### src/rtl/display_mux_pkg.sv
// Shared types and helpers for the display source multiplexer.
package display_mux_pkg;

  typedef enum logic {
    MANUAL = 1'b0,
    AUTO   = 1'b1
  } mux_state_e;

  // Select width never drops below one bit, even for a single source.
  function automatic int sel_width(input int num_sources);
    return (num_sources < 2) ? 1 : $clog2(num_sources);
  endfunction

endpackage

### src/rtl/display_tick_counter.sv
// Modulo-TERMINAL tick counter with enable and synchronous clear.
// Emits a one-cycle terminal pulse when the last count is reached while enabled.
module display_tick_counter #(
  parameter int TERMINAL = 4
) (
  input  logic clk,
  input  logic rst_n,
  input  logic en,
  input  logic clr,
  output logic tick
);

  localparam int CNT_W = (TERMINAL > 1) ? $clog2(TERMINAL) : 1;

  logic [CNT_W-1:0] count_q;
  logic [CNT_W-1:0] count_d;

  assign tick = en && !clr && (count_q == CNT_W'(TERMINAL - 1));

  always_comb begin
    count_d = count_q;
    if (clr) begin
      count_d = '0;
    end else if (en) begin
      count_d = tick ? '0 : count_q + CNT_W'(1);
    end
  end

  always_ff @(posedge clk or negedge rst_n) begin
    if (!rst_n) begin
      count_q <= '0;
    end else begin
      count_q <= count_d;
    end
  end

endmodule

### src/rtl/display_source_mux.sv
// Selects one of several BCD time sources for display, manually or by auto-rotation.
// Optional blinking is enabled by defining DISPLAY_MUX_BLINK_EN.
module display_source_mux
  import display_mux_pkg::*;
#(
  parameter int NUM_SOURCES       = 2,
  parameter int DECIMAL_DIGITS    = 4,
  parameter int DWELL_CYCLES      = 100_000_000,
  parameter int BLINK_HALF_CYCLES = 50_000_000,
  localparam int SEL_W            = sel_width(NUM_SOURCES),
  localparam int DW               = DECIMAL_DIGITS * 4
) (
  input  logic                      i_Clk,
  input  logic                      i_Rst_n,
  input  logic                      i_Mode,
  input  logic [SEL_W-1:0]          i_Sel,
  input  logic [NUM_SOURCES*DW-1:0] i_Time,
  input  logic [NUM_SOURCES-1:0]    i_PM,
  input  logic                      i_Blink,
  output logic [DW-1:0]             o_Display_Time,
  output logic                      o_Display_PM,
  output logic                      o_Display_Blank,
  output logic [SEL_W-1:0]          o_Active_Sel
);

  localparam logic [SEL_W-1:0] LAST_IDX = SEL_W'(NUM_SOURCES - 1);

  mux_state_e       state_q;
  mux_state_e       state_d;
  logic [SEL_W-1:0] active_q;
  logic [SEL_W-1:0] active_d;
  logic [DW-1:0]    time_q;
  logic [DW-1:0]    time_d;
  logic             pm_q;
  logic             pm_d;

  logic sel_valid;
  logic dwell_en;
  logic dwell_tick;

  assign sel_valid = ({{(32 - SEL_W){1'b0}}, i_Sel} < 32'(NUM_SOURCES));

  // Dwell only runs once already in AUTO; entry and exit cycles keep it cleared.
  assign dwell_en = (state_q == AUTO) && i_Mode;

  display_tick_counter #(
    .TERMINAL (DWELL_CYCLES)
  ) u_dwell_cnt (
    .clk   (i_Clk),
    .rst_n (i_Rst_n),
    .en    (dwell_en),
    .clr   (!dwell_en),
    .tick  (dwell_tick)
  );

  always_comb begin
    state_d  = i_Mode ? AUTO : MANUAL;
    active_d = active_q;
    if (!i_Mode) begin
      if (sel_valid) begin
        active_d = i_Sel;
      end
    end else if (dwell_tick) begin
      active_d = (active_q == LAST_IDX) ? '0 : active_q + SEL_W'(1);
    end
  end

  // Output data follows the next active index so it lands alongside o_Active_Sel.
  always_comb begin
    time_d = '0;
    pm_d   = 1'b0;
    for (int k = 0; k < NUM_SOURCES; k++) begin
      if (active_d == SEL_W'(k)) begin
        time_d = i_Time[k*DW +: DW];
        pm_d   = i_PM[k];
      end
    end
  end

  always_ff @(posedge i_Clk or negedge i_Rst_n) begin
    if (!i_Rst_n) begin
      state_q  <= MANUAL;
      active_q <= '0;
      time_q   <= '0;
      pm_q     <= 1'b0;
    end else begin
      state_q  <= state_d;
      active_q <= active_d;
      time_q   <= time_d;
      pm_q     <= pm_d;
    end
  end

  assign o_Display_Time = time_q;
  assign o_Display_PM   = pm_q;
  assign o_Active_Sel   = active_q;

`ifdef DISPLAY_MUX_BLINK_EN
  logic blink_tick;
  logic blank_q;
  logic blank_d;

  display_tick_counter #(
    .TERMINAL (BLINK_HALF_CYCLES)
  ) u_blink_cnt (
    .clk   (i_Clk),
    .rst_n (i_Rst_n),
    .en    (i_Blink),
    .clr   (!i_Blink),
    .tick  (blink_tick)
  );

  always_comb begin
    blank_d = 1'b0;
    if (i_Blink) begin
      blank_d = blank_q ^ blink_tick;
    end
  end

  always_ff @(posedge i_Clk or negedge i_Rst_n) begin
    if (!i_Rst_n) begin
      blank_q <= 1'b0;
    end else begin
      blank_q <= blank_d;
    end
  end

  assign o_Display_Blank = blank_q;
`else
  logic unused_blink;
  assign unused_blink    = i_Blink;
  assign o_Display_Blank = 1'b0;
`endif

endmodule

### config.mk
export PLATFORM = sky130hd
export DESIGN_NAME = display_source_mux
export DESIGN_NICKNAME = d
export VERILOG_FILES = /design/src/rtl/display_mux_pkg.sv /design/src/rtl/display_tick_counter.sv /design/src/rtl/display_source_mux.sv
export SDC_FILE = /design/constraint.sdc
export NUM_CORES = 1
export LEC_CHECK = 0
export ABC_CLOCK_PERIOD_IN_PS = 5350
export BUFFER_PORTS_ARGS = -buffer_cell sky130_fd_sc_hd__buf_4
export CAP_MARGIN = 20
export CORE_UTILIZATION = 59
export CTS_CLUSTER_SIZE = 12
export DETAILED_ROUTE_END_ITERATION = 10
export PLACE_DENSITY_LB_ADDON = 0.1
export SYNTH_ARGS = -nofsm -noshare
export SYNTH_HDL_FRONTEND = slang
export SYNTH_SLANG_ARGS = --single-unit
export TNS_END_PERCENT = 50
### constraint.sdc
create_clock -name i_Clk -period 5.35 [get_ports i_Clk]
set_clock_uncertainty 0.05 [all_clocks]
set_input_delay 1.07 -clock i_Clk [delete_from_list [all_inputs] [get_ports i_Clk]]
set_output_delay 1.07 -clock i_Clk [all_outputs]
set_load 0.01 [all_outputs]
# Word-level counts from Yosys, hierarchy flattened
# Cells that the tools add are included.
[totals]
elab_cells = 18
regBits = 46
out_inout_bits = 19
[classes]
n_mux = 8
reduce_logical = 2
n_eq_ne = 1
addsub = 2
[ops]
columns = ["cell", "n"]
rows = [
  ["27-bit two-way mux", 2],
  ["27-bit by 1-bit adder with 27-bit output, second input constant", 1],
  ["27-bit equality test, second input constant", 1],
  ["16-bit two-way mux", 1],
  ["1-bit two-way mux", 5],
  ["1-bit logical AND", 2],
  ["1-bit adder, second input constant", 1],
]

# Logic depth before layout (Yosys ltp)
# Gate-level depths: netlist of run 1.
[logic_depth]
word_depth = 5
ltp_mapped = 6
depth_no_buf = 5

# Modules after synthesis
# Synthesis of run 1 repeated with hierarchy kept, for this count alone.
[hier_totals]
cells_unflattened = 229
hier_area_um2 = 2373.5
[modules_own_cells]
columns = ["module", "cells_each", "seq_area_each_um2", "area_per_inst_um2", "instances"]
rows = [
  ["display_tick_counter", 185, 675.6, 1604.0, 1],
  ["display_source_mux", 44, 475.5, 769.5, 1],
]

# Worst setup path before layout of run 1
# No wires, ideal clock.
[synth_path]
path_kind = "input-to-reg"
from = "input i_Mode"
to = "register u_dwell_cnt.count_q[10]"
setup_ps = 121
arrival_ps = 2251
slack_ps = 2928
required_ps = 5179
cell_stages = 5
cell_sequence = "nor4bb_1 -> nand4_1 -> o21ai_2 -> buf_2 -> nor2_1"
[synth_between]
elab_chain_len = 4
[synth_lines]
columns = ["item", "line_no", "source"]
rows = [
  ["start: declaration", "display_source_mux.sv:15", "input logic i_Mode,"],
  ["1-bit logical AND *", "display_source_mux.sv:44", "assign dwell_en = (state_q == AUTO) && i_Mode;"],
  ["1-bit logical AND", "display_tick_counter.sv:18", "assign tick = en && !clr && (count_q == CNT_W'(TERMINAL - 1));"],
  ["27-bit two-way mux", "display_tick_counter.sv:25", "count_d = tick ? '0 : count_q + CNT_W'(1);"],
  ["27-bit two-way mux *", "display_tick_counter.sv:22", "if (clr) begin"],
  ["named net u_dwell_cnt.count_d[10]", "display_tick_counter.sv:16", "logic [CNT_W-1:0] count_d;"],
  ["end signal: assignment", "display_tick_counter.sv:33", "count_q <= count_d;"],
  ["end: declaration", "display_tick_counter.sv:15", "logic [CNT_W-1:0] count_q;"],
]
# Mark *: on every way through the listed nets, which the timed path passes. The rest lies on a longest branch.

# Worst setup path after layout of run 1
[layout_path]
from = "input i_Mode"
to = "register u_dwell_cnt.count_q[23]"
# Same word-level chain as after synthesis.

==> run_results.csv, run 1 <==
group,metric,value,unit
yosys,synth-edff-count,0,
yosys,synth_top_area_share,0.413,
clocking,cts-root-buf,"clkbuf_8",
clocking,cts_max_level,2,
routing,drt_iter0_drc,164,
worst_setup_path,crit_start,"i_Mode",
yosys,synth.area.top_cells,"dfrtp_1 41%, nand2_1 10%, a211o_1 5.3%, o2bb2ai_1 5.3%, a22oi_1 4.6%",
placed_design,dpl_worst_slack,2.25,ns
worst_setup_path,slowest_stage,"o21ai_2",
cells_and_area,area_growth,18.8,%
floorplan,die_area,5000,µm²
placed_design,postPlaceCellArea,3190,µm²
pwr,pwr-share-seq,0.522,
yosys,synth-seq-area-share,0.413,
worst_setup_path,critPathLaunchType,"primary input",
yosys,synth_flop_cell,"dfrtp_1",
global_route,antenna_found_initial,0,
clocking,cts_num_sinks,46,
pwr,ir_worst_vdd,139,µV
worst_setup_path,cp_max_fo,37,
flow_run,cap_violations,0,
routing,drcViolationCount,0,
floorplan,io-pin-count,58,
sta,tightestPinTransition,0.600,ns
sta,slew_violations,0,
floorplan,num_rows,24,
worst_hold_path,min_from,"u_dwell_cnt.count_q[0]",
routing,wl_per_cell,15.4,µm
pwr,pwr-share-comb,0.187,
yosys,synthTopCellsByCount,"77 x nand2_1, 46 x dfrtp_1, 25 x nand3_1",
placed_design,gp_congestion,0.791,
clocking,clkLatencyLatePin,0.30,ns
placed_design,hpwl,4280,µm
sta,hold_viol_final,0,
yosys,ys.warnings.count,0,
yosys,synthArstFlopShare,1.00,
sta,fin_crit_sh,0.463,
pwr,clockPowerShare,0.291,
worst_setup_path,cp.required,5.48,ns
worst_setup_path,crit_family,"buffers and inverters",
yosys,ys_seq_elements,46,
yosys,yosysMostFrequentCell,"nand2_1",
cells_and_area,layout-drive-gt1-share,0.209,
worst_setup_path,crit_type,"in -> reg",
global_route,track_usage,0.272,
routing,drt_wl_total,6580,µm
sta,setup_tns,0,ns
sta,layout_min_cycle_time,2.47,ns
clocking,cts.repair.resized,0,
worst_setup_path,crit_path_end_kind,"flip-flop",
cells_and_area,antennaDiodeCount,0,
cells_and_area,layout.nets,414,
clocking,cts_made_buffers,5,
yosys,yosys.area.top_type,"dfrtp_1",
floorplan,core-area,4440,µm²
sta,finalWorstSetupSlack,2.88,ns
placed_design,port_buffers,55,
sta,whs,0.446,ns
routing,num_vias,2666,
cells_and_area,filler_cell_count,340,
cells_and_area,multiInputGateArea,1500,µm²
pwr,p_total,0.709,mW
pwr,swShare,0.270,
clocking,clockBufferDepth,2,
sta,slew-limit-headroom,0.598,
sta,setup_violations,0,
global_route,grt_pass1_vias,2574,
routing,postRouteAntennaNets,0,
clocking,cts_setup_buffers,0,
worst_hold_path,hold_path_class,"reg -> reg",
worst_setup_path,worstPathArrival,2.61,ns
worst_setup_path,critPathMostFrequentCell,"buf_4",
pwr,powerDensity,214,nW/µm²
cells_and_area,final_area,3310,µm²
floorplan,initial_utilization,0.626,
sta,rsz0062_at_grt,"no",
yosys,syn_area,2780,µm²
sta,fmax,404,MHz
status,status,"finished, final reports clean",
routing,dr.pass1.iters,7,
worst_setup_path,crit_path_max_incr_delay,0.43,ns
worst_setup_path,path_buf_inv,3,
global_route,grt_max_degree,47,
yosys,syn_area_per_cell,8.46,µm²
cells_and_area,seq_area,1150,µm²
clocking,cts_tree,"yes",
floorplan,die_x,70.7,µm
global_route,grt.overflow.total,0,
worst_setup_path,reg2reg_from,"u_dwell_cnt.count_q[0]",
clocking,clk_pin_slew_worst_paths,0.08,ns
clocking,hold_buffers,0,
pwr,p_switching,0.191,mW
routing,via_per_inst,6.26,
yosys,syn_nets,369,
pwr,p_int,0.518,mW
global_route,grt_pass1_wl,11000,µm
yosys,synthDistinctLibCells,39,
floorplan,die_height,70.7,µm
yosys,syn_inst,329,
worst_setup_path,cp_cell_sequence,"buf_4 -> nor4bb_1 -> nand4_1 -> buf_4 -> o21ai_2 -> buf_6 -> a21oi_1",
pwr,leakage,1.32,nW
## worst reg2reg max path: stages (launching register included)
cell and delay [ns]:
dfrtp_1 0.40, ha_1 0.22, nand3_1 0.16, or3_1 0.60, or4_1 0.56, a21oi_1 0.16
## metal layers
layer | track usage | routed length (µm) | up-vias | share of wire
li1 | - | - | 1277 | -
met1 | 0.305 | 2750 | 1281 | 0.42
met2 | 0.501 | 3300 | 96 | 0.50
met3 | 0.0641 | 427 | 12 | 0.065
met4 | 0.102 | 105 | 0 | 0.016
met5 | 0 | 0 | - | 0
## area by class of cell
cell class	count	area share
clock inverters	1	0.00227
flip-flops and latches	46	0.348
well taps	52	0.0197
inverters	5	0.00567
repair buffers	62	0.148
multi-input cells	254	0.455
clock buffers	6	0.0219
## sequential cells by signal, indices dropped and copies added (netlist names)
name,flops
o_Active_Sel,1
o_Display_PM,1
o_Display_Time,16
state_q,1
u_dwell_cnt.count_q,27
## through the flow
| step | util | cells |
|---|---|---|
| finish | 0.744 | 426 |
| global route | 0.744 | 426 |
| CTS | 0.736 | 424 |
| detailed placement | 0.718 | 417 |
| global placement | 0.718 | 417 |
| floorplan | - | 329 |
## worst paths after layout
check	endpoint	slack [ns]	depth (start not counted)
setup / recovery	u_dwell_cnt.count_q[23]	2.88	7
hold / removal	u_dwell_cnt.count_q[0]	0.45	1
setup reg to reg	u_dwell_cnt.count_q[26]	3.15	5
hold reg to reg	u_dwell_cnt.count_q[0]	0.45	1
max in group asynchronous	o_Display_Time[4]	4.14	1
min in group asynchronous	u_dwell_cnt.count_q[16]	0.71	1
## cells by family (layout without fill, tap and decap cells)
| kind of cell | Yosys count | count (layout) | synth area share |
|---|---|---|---|
| AOI/OAI and AO/OA | 81 | 81 | 0.218 |
| xor gates and xnor gates | 11 | 11 | 0.0346 |
| adders and majority gates | 1 | 1 | 0.00449 |
| buffers and inverters | 29 | 74 | 0.0472 |
| DFF | 46 | 46 | 0.413 |
| other | 1 | 1 | 0.00135 |
| and+or+nand+nor | 160 | 160 | 0.281 |
## placed cells by master, fill, tap and decap left out, drive strengths merged
master     n
nand2     77
buf       62
dfrtp     46
nand3     26
o2bb2ai   17
a211o     17
a22oi     17
nor2      16
a21oi     14
or4       10
o31ai      9
xnor2      8
nand4      7
o21ai      6
clkbuf     6
or3        6
inv        5
nor4       4
and3       3
xor2       3
and2       3
and4       2
nor4bb     2
nor2b      2
or2        1
nor3       1
a31oi      1
ha         1
conb       1
clkinvlp   1
## power by group through the flow
stage / clock (mW) / sequential [mW] / combinational, mW
after floorplan: 0 / 0.384 / 0.0516
after global placement: 0 / 0.376 / 0.124
after detailed placement: 0 / 0.377 / 0.128
after CTS: 0.210 / 0.370 / 0.128
after global routing: 0.220 / 0.371 / 0.145
final: 0.206 / 0.370 / 0.133
No activity file was read; power rests on OpenSTA's default activity.
==> run 2, diff against run 1 <==
--- a/config.mk
+++ b/config.mk
@@ -5,10 +5,10 @@
 export SDC_FILE = /design/constraint.sdc
 export NUM_CORES = 1
 export LEC_CHECK = 0
-export ABC_CLOCK_PERIOD_IN_PS = 5350
+export ABC_CLOCK_PERIOD_IN_PS = 2160
 export BUFFER_PORTS_ARGS = -buffer_cell sky130_fd_sc_hd__buf_4
 export CAP_MARGIN = 20
-export CORE_UTILIZATION = 59
+export CORE_UTILIZATION = 50
 export CTS_CLUSTER_SIZE = 12
 export DETAILED_ROUTE_END_ITERATION = 10
 export PLACE_DENSITY_LB_ADDON = 0.1
==> constraint.sdc (replaced) <==
create_clock -name i_Clk -period 2.16 [get_ports i_Clk]
set_clock_uncertainty 0.05 [all_clocks]
set_input_delay 0.432 -clock i_Clk [delete_from_list [all_inputs] [get_ports i_Clk]]
set_output_delay 0.432 -clock i_Clk [all_outputs]
set_load 0.01 [all_outputs]
==> run 2 against run 1 <==
  * Total power rose by 150%
  * Highest routed layer unchanged
  * Sequential share of layout area down 0.90 points
  * Worst setup slack got worse by 2.7 ns
  * Critical endpoint unchanged
==> run_results.csv, run 2 (synthesized netlist as in run 1, its figures left out) <==
group,metric,value,unit
cells_and_area,layout_commonest_cell,"nand2_1",
sta,fin_crit_sh,0.920,
clocking,clk_pin_slew_worst_paths,0.09,ns
sta,layout_min_cycle_time,1.99,ns
pwr,leakage,1.37,nW
global_route,grt_max_degree,47,
placed_design,gp_congestion,0.805,
routing,wl_per_cell,14.5,µm
flow_run,cap_violations,0,
routing,drt_wl_total,6550,µm
floorplan,die_x,76.6,µm
clocking,cts_max_level,2,
global_route,track_usage,0.244,
clocking,cts_tree,"yes",
sta,hold_viol_final,0,
worst_setup_path,r2r_slack,0.17,ns
worst_setup_path,crit_path_max_incr_delay,0.65,ns
clocking,clockBufferDepth,2,
worst_setup_path,crit_family,"simple AND/OR/NAND/NOR gates",
floorplan,num_rows,26,
worst_setup_path,crit_path_end_kind,"flip-flop",
floorplan,initial_utilization,0.532,
clocking,clkLatencyLatePin,0.30,ns
pwr,p_int,1.28,mW
sta,setup_tns,0,ns
sta,slew-limit-headroom,0.611,
clocking,cts_num_sinks,46,
cells_and_area,layout.nets,422,
cells_and_area,area_growth,22.0,%
global_route,grt_pass1_wl,11500,µm
status,status,"finished, final reports clean",
pwr,ir_worst_vdd,395,µV
clocking,cts_setup_buffers,0,
worst_setup_path,critPathLaunchType,"flip-flop",
clocking,hold_buffers,0,
sta,setup_violations,0,
worst_setup_path,cp_cell_sequence,"nand3_2 -> or4_4 -> or4_1 -> a21oi_1",
sta,rsz0062_at_grt,"no",
clocking,cts-root-buf,"clkbuf_8",
pwr,powerDensity,512,nW/µm²
global_route,antenna_found_initial,0,
cells_and_area,filler_cell_count,457,
cells_and_area,fin_util,0.648,
worst_setup_path,crit_type,"reg -> reg",
sta,fmax,503,MHz
routing,drcViolationCount,0,
worst_hold_path,hold_path_class,"in -> async",
floorplan,die_area,5870,µm²
worst_setup_path,worstPathArrival,2.17,ns
routing,via_per_inst,5.85,
routing,num_vias,2645,
cells_and_area,layout-drive-gt1-share,0.230,
sta,tightestPinTransition,0.583,ns
placed_design,port_buffers,55,
cells_and_area,antennaDiodeCount,0,
worst_setup_path,cp_max_fo,13,
routing,postRouteAntennaNets,0,
floorplan,die_height,76.6,µm
cells_and_area,regMostFlops,"u_dwell_cnt.count_q",
worst_setup_path,path_buf_inv,0,
global_route,grt.overflow.total,0,
floorplan,core-area,5240,µm²
pwr,swShare,0.267,
routing,drt_iter0_drc,110,
sta,slew_violations,0,
cells_and_area,most-common-layout-cells,"77 x nand2_1, 68 x buf_4, 46 x dfrtp_1",
pwr,p_switching,0.464,mW
floorplan,io-pin-count,58,
global_route,grt_pass1_vias,2532,
placed_design,hpwl,4530,µm
cells_and_area,largest_reg_flops,27,
routing,dr.pass1.iters,4,
worst_setup_path,cp.required,2.34,ns
clocking,cts_made_buffers,5,
pwr,pwr-share-comb,0.186,
pwr,pwr-share-seq,0.526,
pwr,clockPowerShare,0.288,
worst_setup_path,slowest_stage,"or4_4",
## run 2: repair_timing
action / 4_1_cts / 5_1_grt
hold endpoints to repair: 0 / 0
gates resized for setup: 0 / 1
endpoints found under the setup margin: 0 / 5
## run 2: layout make-up
class	count	area (µm²)	share of cell area
well taps	70	87.6	0.0258
clock buffers	5	68.8	0.0203
flip-flops and latches	46	1150	0.339
multi-input cells	254	1510	0.444
clock inverters	2	10.0	0.00295
inverters	5	18.8	0.00553
repair buffers	70	551	0.162
## run 2: per-layer routing
metal | wire length (µm) | track usage | vias up
li1 | - | - | 1300
met1 | 2770 | 0.303 | 1261
met2 | 3380 | 0.421 | 75
met3 | 312 | 0.0479 | 9
met4 | 97 | 0.0827 | 0
met5 | 0 | 0 | -
## run 2: worst register-to-register path, cell delays in order (launching register included)
cell	delay (ns)
dfrtp_1	0.42
nand3_2	0.16
or4_4	0.65
or4_1	0.49
a21oi_1	0.15
## run 2: per-stage QoR
step	cells	power, mW	setup WS, ns	hold WS [ns]	area (µm²)
floorplan	329	1.08	0.173	0.0864	2780
global placement	445	1.25	0.121	0.418	3310
detailed placement	445	1.26	0.0805	0.430	3310
CTS	452	1.76	0.0672	0.100	3390
global route	452	1.83	0.0468	0.128	3400
finish	452	1.74	0.173	0.0764	3400
## run 2: final timing paths
check                                       start                 endpoint  cells past startpoint
max in group asynchronous                 i_Rst_n   u_dwell_cnt.count_q[7]                      1
min in group i_Clk                         i_Mode                  state_q                      1
max                        u_dwell_cnt.count_q[4]  u_dwell_cnt.count_q[23]                      4
max reg2reg                u_dwell_cnt.count_q[4]  u_dwell_cnt.count_q[23]                      4
min                                       i_Rst_n  u_dwell_cnt.count_q[24]                      1
min reg2reg                u_dwell_cnt.count_q[0]   u_dwell_cnt.count_q[0]                      1
## run 2: power groups by stage
| stage | sequential (mW) | combinational (mW) | clock [mW] |
|---|---|---|---|
| 2_1_floorplan | 0.952 | 0.128 | 0 |
| 3_3_place_gp | 0.932 | 0.319 | 0 |
| 3_5_place_dp | 0.933 | 0.326 | 0 |
| 4_1_cts | 0.916 | 0.326 | 0.521 |
| 5_1_grt | 0.921 | 0.360 | 0.549 |
| 6_report | 0.916 | 0.323 | 0.501 |
